File: config.mk
export PLATFORM = sky130hd
export DESIGN_NAME = i2s_tx
export DESIGN_NICKNAME = d
export VERILOG_FILES = /design/src/rtl/opl2_pkg.sv /design/src/rtl/i2s_clk_gen.sv /design/src/rtl/i2s_tx.sv
export SDC_FILE = /design/constraint.sdc
export NUM_CORES = 1
export LEC_CHECK = 0
export CAP_MARGIN = 20
export CORE_ASPECT_RATIO = 2
export CORE_MARGIN = 5
export CORE_UTILIZATION = 25
export CTS_CLUSTER_DIAMETER = 30
export DETAILED_ROUTE_END_ITERATION = 10
export HOLD_SLACK_MARGIN = 0.12
export PLACE_DENSITY = 0.5
export SLEW_MARGIN = 10
export SYNTH_ARGS = -nofsm -noshare
export SYNTH_HDL_FRONTEND = slang
export SYNTH_HIERARCHICAL = 1
export SYNTH_SLANG_ARGS = --single-unit
File: constraint.sdc
create_clock -name clk -period 4.5 [get_ports clk]
set_input_delay 0.675 -clock clk [delete_from_list [all_inputs] [get_ports clk]]
set_output_delay 0.675 -clock clk [all_outputs]
set_load 0.05 [all_outputs]
File: src/rtl/opl2_pkg.sv
// Shared constants and types for the OPL2 audio path: DAC sample width and I2S framing defaults.
package opl2_pkg;

  localparam int unsigned DAC_OUTPUT_WIDTH = 16;
  localparam int unsigned I2S_SCLK_DIV     = 4;
  localparam int unsigned I2S_SLOT_WIDTH   = 32;

  typedef logic [DAC_OUTPUT_WIDTH-1:0] dac_sample_t;

endpackage

File: src/rtl/i2s_clk_gen.sv
// I2S bit-clock generator: divides clk into sclk and tracks the bit position within a stereo frame.
module i2s_clk_gen
  import opl2_pkg::*;
#(
  parameter int unsigned SCLK_DIV   = I2S_SCLK_DIV,
  parameter int unsigned SLOT_WIDTH = I2S_SLOT_WIDTH,
  localparam int unsigned P_W       = $clog2(2 * SLOT_WIDTH)
) (
  input  logic           clk,
  input  logic           reset_n,
  output logic           sclk,
  output logic           falling_edge_c,
  output logic           frame_load_c,
  output logic [P_W-1:0] p
);

  localparam int unsigned FRAME_BITS = 2 * SLOT_WIDTH;
  localparam int unsigned DIV_W      = (SCLK_DIV > 1) ? $clog2(SCLK_DIV) : 1;

  logic [DIV_W-1:0] div_cnt_q, div_cnt_d;
  logic [P_W-1:0]   bit_cnt_q, bit_cnt_d;
  logic             sclk_q, sclk_d;
  logic             div_wrap_c;

  // A falling edge is the cycle whose clock edge registers sclk 1->0.
  always_comb begin
    div_wrap_c     = (div_cnt_q == DIV_W'(SCLK_DIV - 1));
    falling_edge_c = div_wrap_c && sclk_q;
    frame_load_c   = falling_edge_c && (bit_cnt_q == P_W'(FRAME_BITS - 1));
    div_cnt_d      = div_wrap_c ? '0 : div_cnt_q + DIV_W'(1);
    sclk_d         = div_wrap_c ? ~sclk_q : sclk_q;
    bit_cnt_d      = bit_cnt_q;
    if (falling_edge_c) begin
      bit_cnt_d = frame_load_c ? '0 : bit_cnt_q + P_W'(1);
    end
  end

  always_ff @(posedge clk or negedge reset_n) begin
    if (!reset_n) begin
      div_cnt_q <= '0;
      bit_cnt_q <= P_W'(FRAME_BITS - 1);
      sclk_q    <= 1'b0;
    end else begin
      div_cnt_q <= div_cnt_d;
      bit_cnt_q <= bit_cnt_d;
      sclk_q    <= sclk_d;
    end
  end

  assign sclk = sclk_q;
  assign p    = bit_cnt_q;

endmodule

File: src/rtl/i2s_tx.sv
// Mono-to-stereo I2S transmitter: buffers one pending DAC sample and serialises it into both slots.
module i2s_tx
  import opl2_pkg::*;
#(
  parameter int unsigned SCLK_DIV   = I2S_SCLK_DIV,
  parameter int unsigned SLOT_WIDTH = I2S_SLOT_WIDTH
) (
  input  logic                               clk,
  input  logic                               reset_n,
  input  logic                               sample_valid,
  input  logic signed [DAC_OUTPUT_WIDTH-1:0] sample,
  output logic                               i2s_sclk,
  output logic                               i2s_lrclk,
  output logic                               i2s_sd,
  output logic                               underrun,
  output logic                               overrun
);

  localparam int unsigned DW         = DAC_OUTPUT_WIDTH;
  localparam int unsigned FRAME_BITS = 2 * SLOT_WIDTH;
  localparam int unsigned P_W        = $clog2(FRAME_BITS);

  logic           falling_edge_c, frame_load_c;
  logic [P_W-1:0] p;

  i2s_clk_gen #(
    .SCLK_DIV   (SCLK_DIV),
    .SLOT_WIDTH (SLOT_WIDTH)
  ) u_clk_gen (
    .clk            (clk),
    .reset_n        (reset_n),
    .sclk           (i2s_sclk),
    .falling_edge_c (falling_edge_c),
    .frame_load_c   (frame_load_c),
    .p              (p)
  );

  logic [FRAME_BITS-1:0] shift_q, shift_d;
  dac_sample_t           active_q, active_d;
  dac_sample_t           pending_q, pending_d;
  logic                  pending_flag_q, pending_flag_d;
  logic                  sd_q, sd_d;
  logic                  lrclk_q, lrclk_d;
  logic                  underrun_q, underrun_d;
  logic                  overrun_q, overrun_d;

  // Sample left-justified in its slot, duplicated into left and right.
  function automatic logic [FRAME_BITS-1:0] frame_word(input dac_sample_t s);
    logic [SLOT_WIDTH-1:0] slot;
    slot = SLOT_WIDTH'(s) << (SLOT_WIDTH - DW);
    return {slot, slot};
  endfunction

  always_comb begin
    shift_d        = shift_q;
    active_d       = active_q;
    pending_d      = pending_q;
    pending_flag_d = pending_flag_q;
    sd_d           = sd_q;
    lrclk_d        = lrclk_q;
    underrun_d     = 1'b0;
    overrun_d      = sample_valid && pending_flag_q;

    // A sample arriving on the load cycle bypasses pending and wins over it.
    if (frame_load_c) begin
      if (sample_valid) begin
        active_d = sample;
      end else if (pending_flag_q) begin
        active_d = pending_q;
      end else begin
        underrun_d = 1'b1;
      end
      pending_flag_d = 1'b0;
    end else if (sample_valid) begin
      pending_d      = sample;
      pending_flag_d = 1'b1;
    end

    if (falling_edge_c) begin
      sd_d    = shift_q[FRAME_BITS-1];
      lrclk_d = (p == P_W'(FRAME_BITS - 1)) ? 1'b0 : (p >= P_W'(SLOT_WIDTH - 1));
      shift_d = frame_load_c ? frame_word(active_d) : {shift_q[FRAME_BITS-2:0], 1'b0};
    end
  end

  always_ff @(posedge clk or negedge reset_n) begin
    if (!reset_n) begin
      shift_q        <= '0;
      active_q       <= '0;
      pending_q      <= '0;
      pending_flag_q <= 1'b0;
      sd_q           <= 1'b0;
      lrclk_q        <= 1'b0;
      underrun_q     <= 1'b0;
      overrun_q      <= 1'b0;
    end else begin
      shift_q        <= shift_d;
      active_q       <= active_d;
      pending_q      <= pending_d;
      pending_flag_q <= pending_flag_d;
      sd_q           <= sd_d;
      lrclk_q        <= lrclk_d;
      underrun_q     <= underrun_d;
      overrun_q      <= overrun_d;
    end
  end

  assign i2s_sd    = sd_q;
  assign i2s_lrclk = lrclk_q;
  assign underrun  = underrun_q;
  assign overrun   = overrun_q;

endmodule

==> results.cfg <==
[sta]
worst_hold_slack_ps = 410.9
drv_slew = 0
period_minus_slack_ps = 2628
setup_slack_ps = 1872
max_freq_ghz = 0.3805
fin_tns_setup_ps = 0
skew_ps = 9.915
tightestPinTransition_ps = 863.3
period_share_pct = 58.40
hold_violations = 0
setup_viol = 0
rsz0062_at_grt = false
slew_headroom_pct = 42.44

[worst_setup_path]
max_stage_delay_ps = 600
end_kind = register
r2r_cells = 6
crit_type = register to register
cp_num_cells = 6
crit_required_ps = 4710
r2r-end = shift_q[17]
cpMaxStageDelayCell = nor3_2
crit_end = shift_q[17]
cp_cell_sequence = ha_1, nand3_2, nor3_2, nand3b_2, o22ai_1, a211oi_1
crit_fanout = 15
critical_path.startpoint = u_clk_gen/p[0]
r2r_setup_slack_ps = 1870
start_kind = register
regToRegStartpoint = u_clk_gen/p[0]
cp_top_family = simple AND/OR/NAND/NOR gates
arrival_ps = 2840
critPathBufInv = 0

[synth]
yosysMostFrequentCell = dfrtp_1
ys_ff_latch = 94
yosysUniqueCellTypes = 44
synth.top_cell.area_share_pct = 47.21
ys_top_cells_by_count = dfrtp_1, nor2_1, nand2_1
synthTopCellsByArea = dfrtp_1, mux2_4, a211oi_2
synth_cells = 422
synth_area_um2 = 4664
synth_nets = 443
synthArstFlopShare_pct = 100.0
synth.avg_cell_area_um2 = 11.05
synth_top_area_cell = dfrtp_1
synth-warning-count = 6
ys_seq_area_share_pct = 50.59
synth_edf_count = 0
synth_flop_cell = dfrtp_1

[clock_tree]
clockBufferDepth = 2
cts_setup_buffers = 0
worst_skew_pair.late_latency_ps = 350
ctsHtreeMaxLevel = 3
cts_tree = built
cts.sinks = 94
cts_buffers = 9
cts-root-buf = clkbuf_16
ctsResizeCount = 0
path_clk_slew_ps = 70
hold_buffers = 0

[cells_and_area]
drive_gt1_share_pct = 24.43
multi_input_area_um2 = 2038
area_growth_pct = 14.11
num-fill-cells = 1862
final_cell_area_um2 = 5323
finalNetCount = 454
ff_latch_area_um2 = 2360
diodes = 0

[grt]
grt_first_pass_wirelength_um = 15930
grt_pass1_vias = 3226
antenna_found_initial = 0
grt-ovfl-total = 0
grt.total_usage_pct = 9.234
grt_max_degree = 87

[route]
dr_total_vias = 3093
vias_per_cell = 4.729
first_iter_violations = 145
final_antenna_net_count = 0
firstDrtPassIters = 4
drc_errors = 0
wirelength_um = 9506
routedWlPerCell_um = 14.54

[power_and_ir_drop]
p_leak_nw = 2.272
power_density_nw_per_um2 = 327.2
power_mw = 1.742
vdd_drop_max_uv = 194.5

[hold_path]
min_path_type = input pin to asynchronous set/reset pin

[placement]
pre_cts_slack_ps = 1811
dpl_cell_area_um2 = 5035
io_buffers = 23
hpwl_um = 6348
place.gp.congestion = 0.7274

[floorplan]
fp.dieArea_um2 = 21650
die_w_um = 106.6
row_count = 70
core-area_um2 = 18310
start_util_pct = 25.48
die_h_um = 203.2
io_pins = 24

[run_status]
status = finished clean

[job]
maxCapViolCount = 0
## per-layer routing
layer	track usage, %	routed length (um)	vias to the layer above
met5	0	0	-
met4	4.618	266	0
met3	1.457	207	17
met2	16.41	4972	48
met1	10.57	4059	1535
li1	-	-	1493
## state kept, by name (all words and copies together), names as in the netlist
register             count
u_clk_gen/sclk           1
overrun                  1
shift_q                 48
i2s_sd                   1
i2s_lrclk                1
underrun                 1
pending_q               16
u_clk_gen/div_cnt_q      2
active_q                16
u_clk_gen/p              6
pending_flag_q           1
## power breakdown
group | switching, mW | total, mW | leakage, nW | internal [mW]
clock | 0.366 | 0.756 | 0.145 | 0.390
sequential | 0.0117 | 0.872 | 1.10 | 0.860
combinational | 0.0534 | 0.114 | 1.03 | 0.0609
## per-stage QoR
step	std cells	util, %
3_3_place_gp	638	27.51
3_5_place_dp	638	27.51
6_report	654	29.08
2_1_floorplan	422	-
5_1_grt	654	29.08
4_1_cts	654	29.08
## cell type report
cell class / instances / share of cell area, %
clock buffer: 9 / 4.231
sequential: 94 / 44.33
timing repair buffer: 32 / 5.548
clock inverter: 7 / 1.175
multi-input combinational: 277 / 38.29
tap: 216 / 5.078
inverter: 19 / 1.340
## worst min-delay path by stage
stage	startpoint	to	slack (ps)	cells after the start
global placement	u_clk_gen/div_cnt_q[0]	u_clk_gen/div_cnt_q[0]	420	1
finish	reset_n	overrun	410	1
CTS	u_clk_gen/div_cnt_q[0]	u_clk_gen/div_cnt_q[0]	440	1
floorplan	reset_n	active_q[0]	380	0
detailed placement	u_clk_gen/div_cnt_q[0]	u_clk_gen/div_cnt_q[0]	430	1
global route	u_clk_gen/div_cnt_q[0]	u_clk_gen/div_cnt_q[0]	440	1
## layout by cell type (no fill, tap or decap), types with 12 or more instances in the layout
cell             netlist  routed
clkdlybuf4s50_1        0      22
a22o_1                15      15
o21ai_0               24      24
inv_1                 19      18
nand2_1               36      36
a211oi_2              24      24
mux2_4                22      22
nor2_1                66      66
nand3b_1              17      17
dfrtp_1               88      88
o22ai_2               12      12
## cell families (layout without fill, tap and decap cells)
logic type	count (synthesis)	after routing	synth area share (%)
simple gates	135	135	13.41
compound gates	101	101	18.67
flops	94	94	50.59
buf+inv	51	67	5.821
mux	36	36	10.41
xor+xnor	3	3	0.5634
fa+ha+maj	2	2	0.5364
No activity file was read; power rests on OpenSTA's default activity.
